`src/rtl/axi_timer_regs.sv`:
```
// Machine timer: prescaled free-running mtime, software mtimecmp, and a
// single-outstanding valid/ready register port. Time and IRQ outputs are registered.
module axi_timer_regs #(
  parameter int TICK_DIV = 50,
  parameter int CNT_W    = 16
) (
  input  logic        clk_i,
  input  logic        rst_i,
  input  logic        halt_i,
  input  logic        reg_req_valid_i,
  output logic        reg_req_ready_o,
  input  logic        reg_req_we_i,
  input  logic [3:0]  reg_req_addr_i,
  input  logic [63:0] reg_req_wdata_i,
  input  logic [7:0]  reg_req_be_i,
  output logic        reg_resp_valid_o,
  input  logic        reg_resp_ready_i,
  output logic [63:0] reg_resp_rdata_o,
  output logic        reg_resp_err_o,
  output logic [63:0] time_o,
  output logic        time_irq_o
);

  localparam logic [CNT_W-1:0] PRESC_LAST = CNT_W'(TICK_DIV - 1);
  localparam logic [3:0]       ADDR_MTIME = 4'h0;
  localparam logic [3:0]       ADDR_CMP   = 4'h8;
  localparam logic [63:0]      CMP_RST    = 64'hFFFF_FFFF_FFFF_FFFF;

  typedef enum logic {
    ST_IDLE = 1'b0,
    ST_RESP = 1'b1
  } port_state_t;

  port_state_t r_state;
  port_state_t w_state_nxt;

  logic [CNT_W-1:0] r_presc;
  logic [63:0]      r_mtime;
  logic [63:0]      r_mtimecmp;
  logic [63:0]      r_time;
  logic             r_irq;
  logic [63:0]      r_resp_rdata;
  logic             r_resp_err;

  logic             w_tick;
  logic             w_accept;
  logic             w_hit_mtime;
  logic             w_hit_cmp;
  logic             w_mapped;
  logic             w_wr_mtime;
  logic             w_wr_cmp;
  logic [63:0]      w_be_mask;
  logic [63:0]      w_mtime_inc;
  logic [63:0]      w_mtime_nxt;
  logic [63:0]      w_cmp_nxt;
  logic [63:0]      w_rdata;
  logic [CNT_W-1:0] w_presc_nxt;

  function automatic logic [63:0] be_to_mask(input logic [7:0] be);
    logic [63:0] mask;
    mask = '0;
    for (int i = 0; i < 8; i++) begin
      mask[8*i +: 8] = {8{be[i]}};
    end
    return mask;
  endfunction

  function automatic logic [63:0] byte_merge(input logic [63:0] old_val,
                                             input logic [63:0] new_val,
                                             input logic [63:0] mask);
    return (new_val & mask) | (old_val & ~mask);
  endfunction

  // Request decode and prescaler
  always_comb begin
    w_accept    = reg_req_valid_i && (r_state == ST_IDLE);
    w_hit_mtime = (reg_req_addr_i == ADDR_MTIME);
    w_hit_cmp   = (reg_req_addr_i == ADDR_CMP);
    w_mapped    = w_hit_mtime || w_hit_cmp;
    w_wr_mtime  = w_accept && reg_req_we_i && w_hit_mtime;
    w_wr_cmp    = w_accept && reg_req_we_i && w_hit_cmp;
    w_be_mask   = be_to_mask(reg_req_be_i);

    w_tick      = !halt_i && (r_presc == PRESC_LAST);
    w_presc_nxt = r_presc;
    if (!halt_i) begin
      w_presc_nxt = w_tick ? '0 : r_presc + CNT_W'(1);
    end
  end

  // A same-cycle software write overrides only the enabled bytes of the ticked value.
  always_comb begin
    w_mtime_inc = r_mtime + 64'(w_tick);
    w_mtime_nxt = w_mtime_inc;
    if (w_wr_mtime) begin
      w_mtime_nxt = byte_merge(w_mtime_inc, reg_req_wdata_i, w_be_mask);
    end

    w_cmp_nxt = r_mtimecmp;
    if (w_wr_cmp) begin
      w_cmp_nxt = byte_merge(r_mtimecmp, reg_req_wdata_i, w_be_mask);
    end

    w_rdata = '0;
    if (!reg_req_we_i) begin
      if (w_hit_mtime) begin
        w_rdata = r_mtime;
      end else if (w_hit_cmp) begin
        w_rdata = r_mtimecmp;
      end
    end
  end

  // Register port handshake FSM
  always_comb begin
    w_state_nxt = r_state;
    case (r_state)
      ST_IDLE: if (reg_req_valid_i)  w_state_nxt = ST_RESP;
      ST_RESP: if (reg_resp_ready_i) w_state_nxt = ST_IDLE;
      default: w_state_nxt = ST_IDLE;
    endcase
  end

  always_ff @(posedge clk_i) begin
    if (rst_i) begin
      r_state <= ST_IDLE;
    end else begin
      r_state <= w_state_nxt;
    end
  end

  // Response capture: held stable until the response handshake
  always_ff @(posedge clk_i) begin
    if (rst_i) begin
      r_resp_rdata <= '0;
      r_resp_err   <= 1'b0;
    end else if (w_accept) begin
      r_resp_rdata <= w_rdata;
      r_resp_err   <= !w_mapped;
    end
  end

  // Timer state and registered outputs
  always_ff @(posedge clk_i) begin
    if (rst_i) begin
      r_presc    <= '0;
      r_mtime    <= '0;
      r_mtimecmp <= CMP_RST;
      r_time     <= '0;
      r_irq      <= 1'b0;
    end else begin
      r_presc    <= w_presc_nxt;
      r_mtime    <= w_mtime_nxt;
      r_mtimecmp <= w_cmp_nxt;
      r_time     <= r_mtime;
      r_irq      <= (r_mtime >= r_mtimecmp);
    end
  end

  assign reg_req_ready_o  = (r_state == ST_IDLE);
  assign reg_resp_valid_o = (r_state == ST_RESP);
  assign reg_resp_rdata_o = r_resp_rdata;
  assign reg_resp_err_o   = r_resp_err;
  assign time_o           = r_time;
  assign time_irq_o       = r_irq;

endmodule

```
`config.mk`:
```
export PLATFORM = sky130hd
export DESIGN_NAME = axi_timer_regs
export DESIGN_NICKNAME = d
export VERILOG_FILES = /design/src/rtl/axi_timer_regs.sv
export SDC_FILE = /design/constraint.sdc
export NUM_CORES = 1
export LEC_CHECK = 0
export BUFFER_PORTS_ARGS = -buffer_cell sky130_fd_sc_hd__buf_2
export CAP_MARGIN = 20
export CORE_ASPECT_RATIO = 1.75
export CORE_UTILIZATION = 61
export DETAILED_ROUTE_END_ITERATION = 7
export PLACE_DENSITY = 0.85
export SETUP_SLACK_MARGIN = 0.3
export SYNTH_ARGS = -nofsm -noshare
export SYNTH_HDL_FRONTEND = slang
export SYNTH_SLANG_ARGS = --single-unit
```
`constraint.sdc`:
```
create_clock -name clk_i -period 5.2 [get_ports clk_i]
set_clock_uncertainty 0.1 [all_clocks]
set_input_delay 0.78 -clock clk_i [delete_from_list [all_inputs] [get_ports clk_i]]
set_output_delay 0.78 -clock clk_i [all_outputs]
set_load 0.005 [all_outputs]
```
==> results.ini <==
[status]
outcome = complete, no violations

[setup_path]
path_max_fanout = 10
crit_top_cell = ha_1
crit_arrival_ps = 3570
worstRegToRegCells = 9
crit_path_end = r_mtime[61]
crit_start = r_presc[0]
critPathKind = reg2reg
rr_startpoint = r_presc[0]
reg2reg_to = r_mtime[61]
crit_required_ps = 5540
end_kind = flip-flop
cpPeakStageDelay_ps = 790
start_kind = flip-flop
reg2reg_slack_ps = 1960
path_cells = ha_1 > nor4b_1 > and4_1 > ha_1 > nand3_1 > nor4_4 > nand4b_1 > xor2_1 > a211oi_1
path_delay_family = simple AND/OR/NAND/NOR gates
slowest_stage = nor4_4
path_buf_inv = 0
cp.depth = 9

[die]
die-area_sq_um = 21300
die_w_um = 111
start_util_pct = 62.3
io_pins = 214
fp-row-count = 69
die_h_um = 192
coreArea_sq_um = 20300

[global_routing]
use_met3_pct = 5.03
grt_start_max_net_pins = 127
grt_use_met2_pct = 58.4
grt_overflow_total = 0
grt_use_met1_pct = 32.8
grt.busiest_layer = met2
antenna_found_initial = 4
grt_first_pass_wirelength_um = 54400
grt_pass1_vias = 11200
grt_use_total_pct = 31.5

[logic_synthesis]
synth_top_family_by_area = simple AND/OR/NAND/NOR gates
synth_top_cell_by_area = dfxtp_1
synth.area.mux_share_pct = 0
synthCells = 1384
synth-async-reset-ratio_pct = 0
synth.yosys.warnings = 0
ys_top_cells_by_count = dfxtp_1 (275), nor2_1 (164), and3_1 (84)
yosysSeqAreaShare_pct = 43.5
synth.ff_latch_count = 275
yosysUniqueCellTypes = 51
synth_edf_count = 0
synth-simple-area-share_pct = 20.5
synth_compound_area_share_pct = 19.3
syn_area_sq_um = 12600
synth_area_leaders = dfxtp_1 (44%), ha_1 (6.7%), nor2_1 (4.9%)
synthesis.nets = 1534
yosysMostFrequentCell = dfxtp_1
synth_top_area_share_pct = 43.5
synth_xor_area_share_pct = 5.19
synth-main-ff-cell = dfxtp_1
avgSynthCellArea_sq_um = 9.14
synth_fa_ha_area_share_pct = 6.73

[cts]
cts_buffers = 25
h-tree-depth = 1
cts_resized = 0
cts_setup_buffers = 0
cts.path.max_buffers = 3
cts_sinks = 275
clk_latency_ps = 530
cts_root_buffer = clkbuf_16
holdBufCountCts = 0
clkTransAtPathRegs_ps = 70
cts_tree = built

[layout]
drive_gt1_share_pct = 17.9
seqCellArea_sq_um = 5510
fill_cells = 1552
area_growth_pct = 16.3
multi_input_area_sq_um = 6550
final_nets = 1699
final_cell_area_sq_um = 14700

[sta]
hold_violations = 0
slew_headroom_pct = 35.9
period_needed_ps = 3240
tightest_slew_ps = 962
tns_ps = 0
post-route-period-util_pct = 62.3
rsz0062_at_grt = no
setup_slack_ps = 1960
setup_viol = 0
fmax_mhz = 309
drv_slew = 0

[placed_design]
dp_slack_ps = 1630
place.gp.congestion = 0.868
dpl.hpwl_um = 23700
portBuffers = 213
place_area_sq_um = 13800

[route]
via_per_inst = 6.20
drtAntennaViolNets = 0
wl_per_cell_um = 19.1
route.detailed.drc = 0
routed_wirelength_um = 34700
dr_total_vias = 11300
drt-pass1-iter-count = 5
drt_iter0_drc = 688

[power]
p_leak_nw = 7.11
p_sw_w = 0.000955
seq_power_share_pct = 49.1
p_int_w = 0.00339
power_frac_comb_pct = 4.2
p_clk_share_pct = 46.7
swShare_pct = 22.0
peakVddDrop_v = 0.000311
power.density_nw_per_um2 = 295

[worst_hold_path]
hold_depth = 2
hp-class = in2reg

[run]
cap_viol_max_count = 0

layer usage:
| metal | share of wire, % | up-vias |
|---|---|---|
| li1 | - | 5327 |
| met1 | 37 | 5366 |
| met2 | 52 | 432 |
| met3 | 5.6 | 138 |
| met4 | 5.3 | 2 |
| met5 | 0.037 | - |
power groups by stage:
stage | clock, W | combinational [W] | sequential [W]
2_1_floorplan | 0 | 0.0000940 | 0.00218
6_report | 0.00203 | 0.000183 | 0.00213
4_1_cts | 0.00204 | 0.000179 | 0.00213
5_1_grt | 0.00211 | 0.000198 | 0.00213
3_3_place_gp | 0 | 0.000175 | 0.00218
3_5_place_dp | 0 | 0.000177 | 0.00218
logic make-up after synthesis:
kind of cell,Yosys count
AND/OR/NAND/NOR,494
buffers and inverters,156
flip-flops,275
XOR/XNOR,75
AO/OA/AOI/OAI,316
adder cells (fa/ha/maj),68
cell usage in the layout (no fill, tap or decap), drive strengths merged, types with 3 or more instances in the layout:
cell    instances
xor2           58
buf           224
dfxtp         275
nand3          32
a21oi          29
nand4          42
and3           84
nor3           12
and4            6
and2            6
nand2          60
bufinv          5
clkbuf         33
a22oi          64
a21o            4
inv            71
a211oi         65
a211o          64
ha             68
o21ai          13
nor2          164
clkinv          4
nor2b          65
nor4           13
diode           3
a22o           64
xnor2          17
how the worst min path moves through the flow:
stage / end / start
after detailed placement: flip-flop / flip-flop
after floorplan: flip-flop / flip-flop
after global routing: reg_resp_valid_o / reg_resp_ready_i
after CTS: reg_resp_valid_o / reg_resp_ready_i
final: reg_resp_valid_o / reg_resp_ready_i
after global placement: flip-flop / flip-flop
worst register-to-register path, delay by kind of cell (launching register included):
kind,cells,cell delay [ps]
and+or+nand+nor,5,1780
DFF,1,400
adders and majority gates,2,450
AOI/OAI and AO/OA,1,250
xor gates and xnor gates,1,180
per-stage QoR:
stage	hold slack (ps)	instances	util, %	power, W
floorplan	359	1384	-	0.00227
global placement	368	1769	67.9	0.00235
detailed placement	375	1769	67.9	0.00236
CTS	325	1814	72.4	0.00435
global route	343	1816	72.5	0.00445
finish	342	1818	72.5	0.00434
layout make-up:
cell class | instances | share of cell area, %
inverter | 70 | 1.79
clock inverter | 12 | 1.34
sequential | 275 | 37.4
timing repair buffer | 224 | 7.94
clock buffer | 33 | 4.80
multi-input combinational | 953 | 44.5
antenna | 3 | 0.0510
tap | 248 | 2.11
Note: power is estimated with default switching activity, not from simulation.
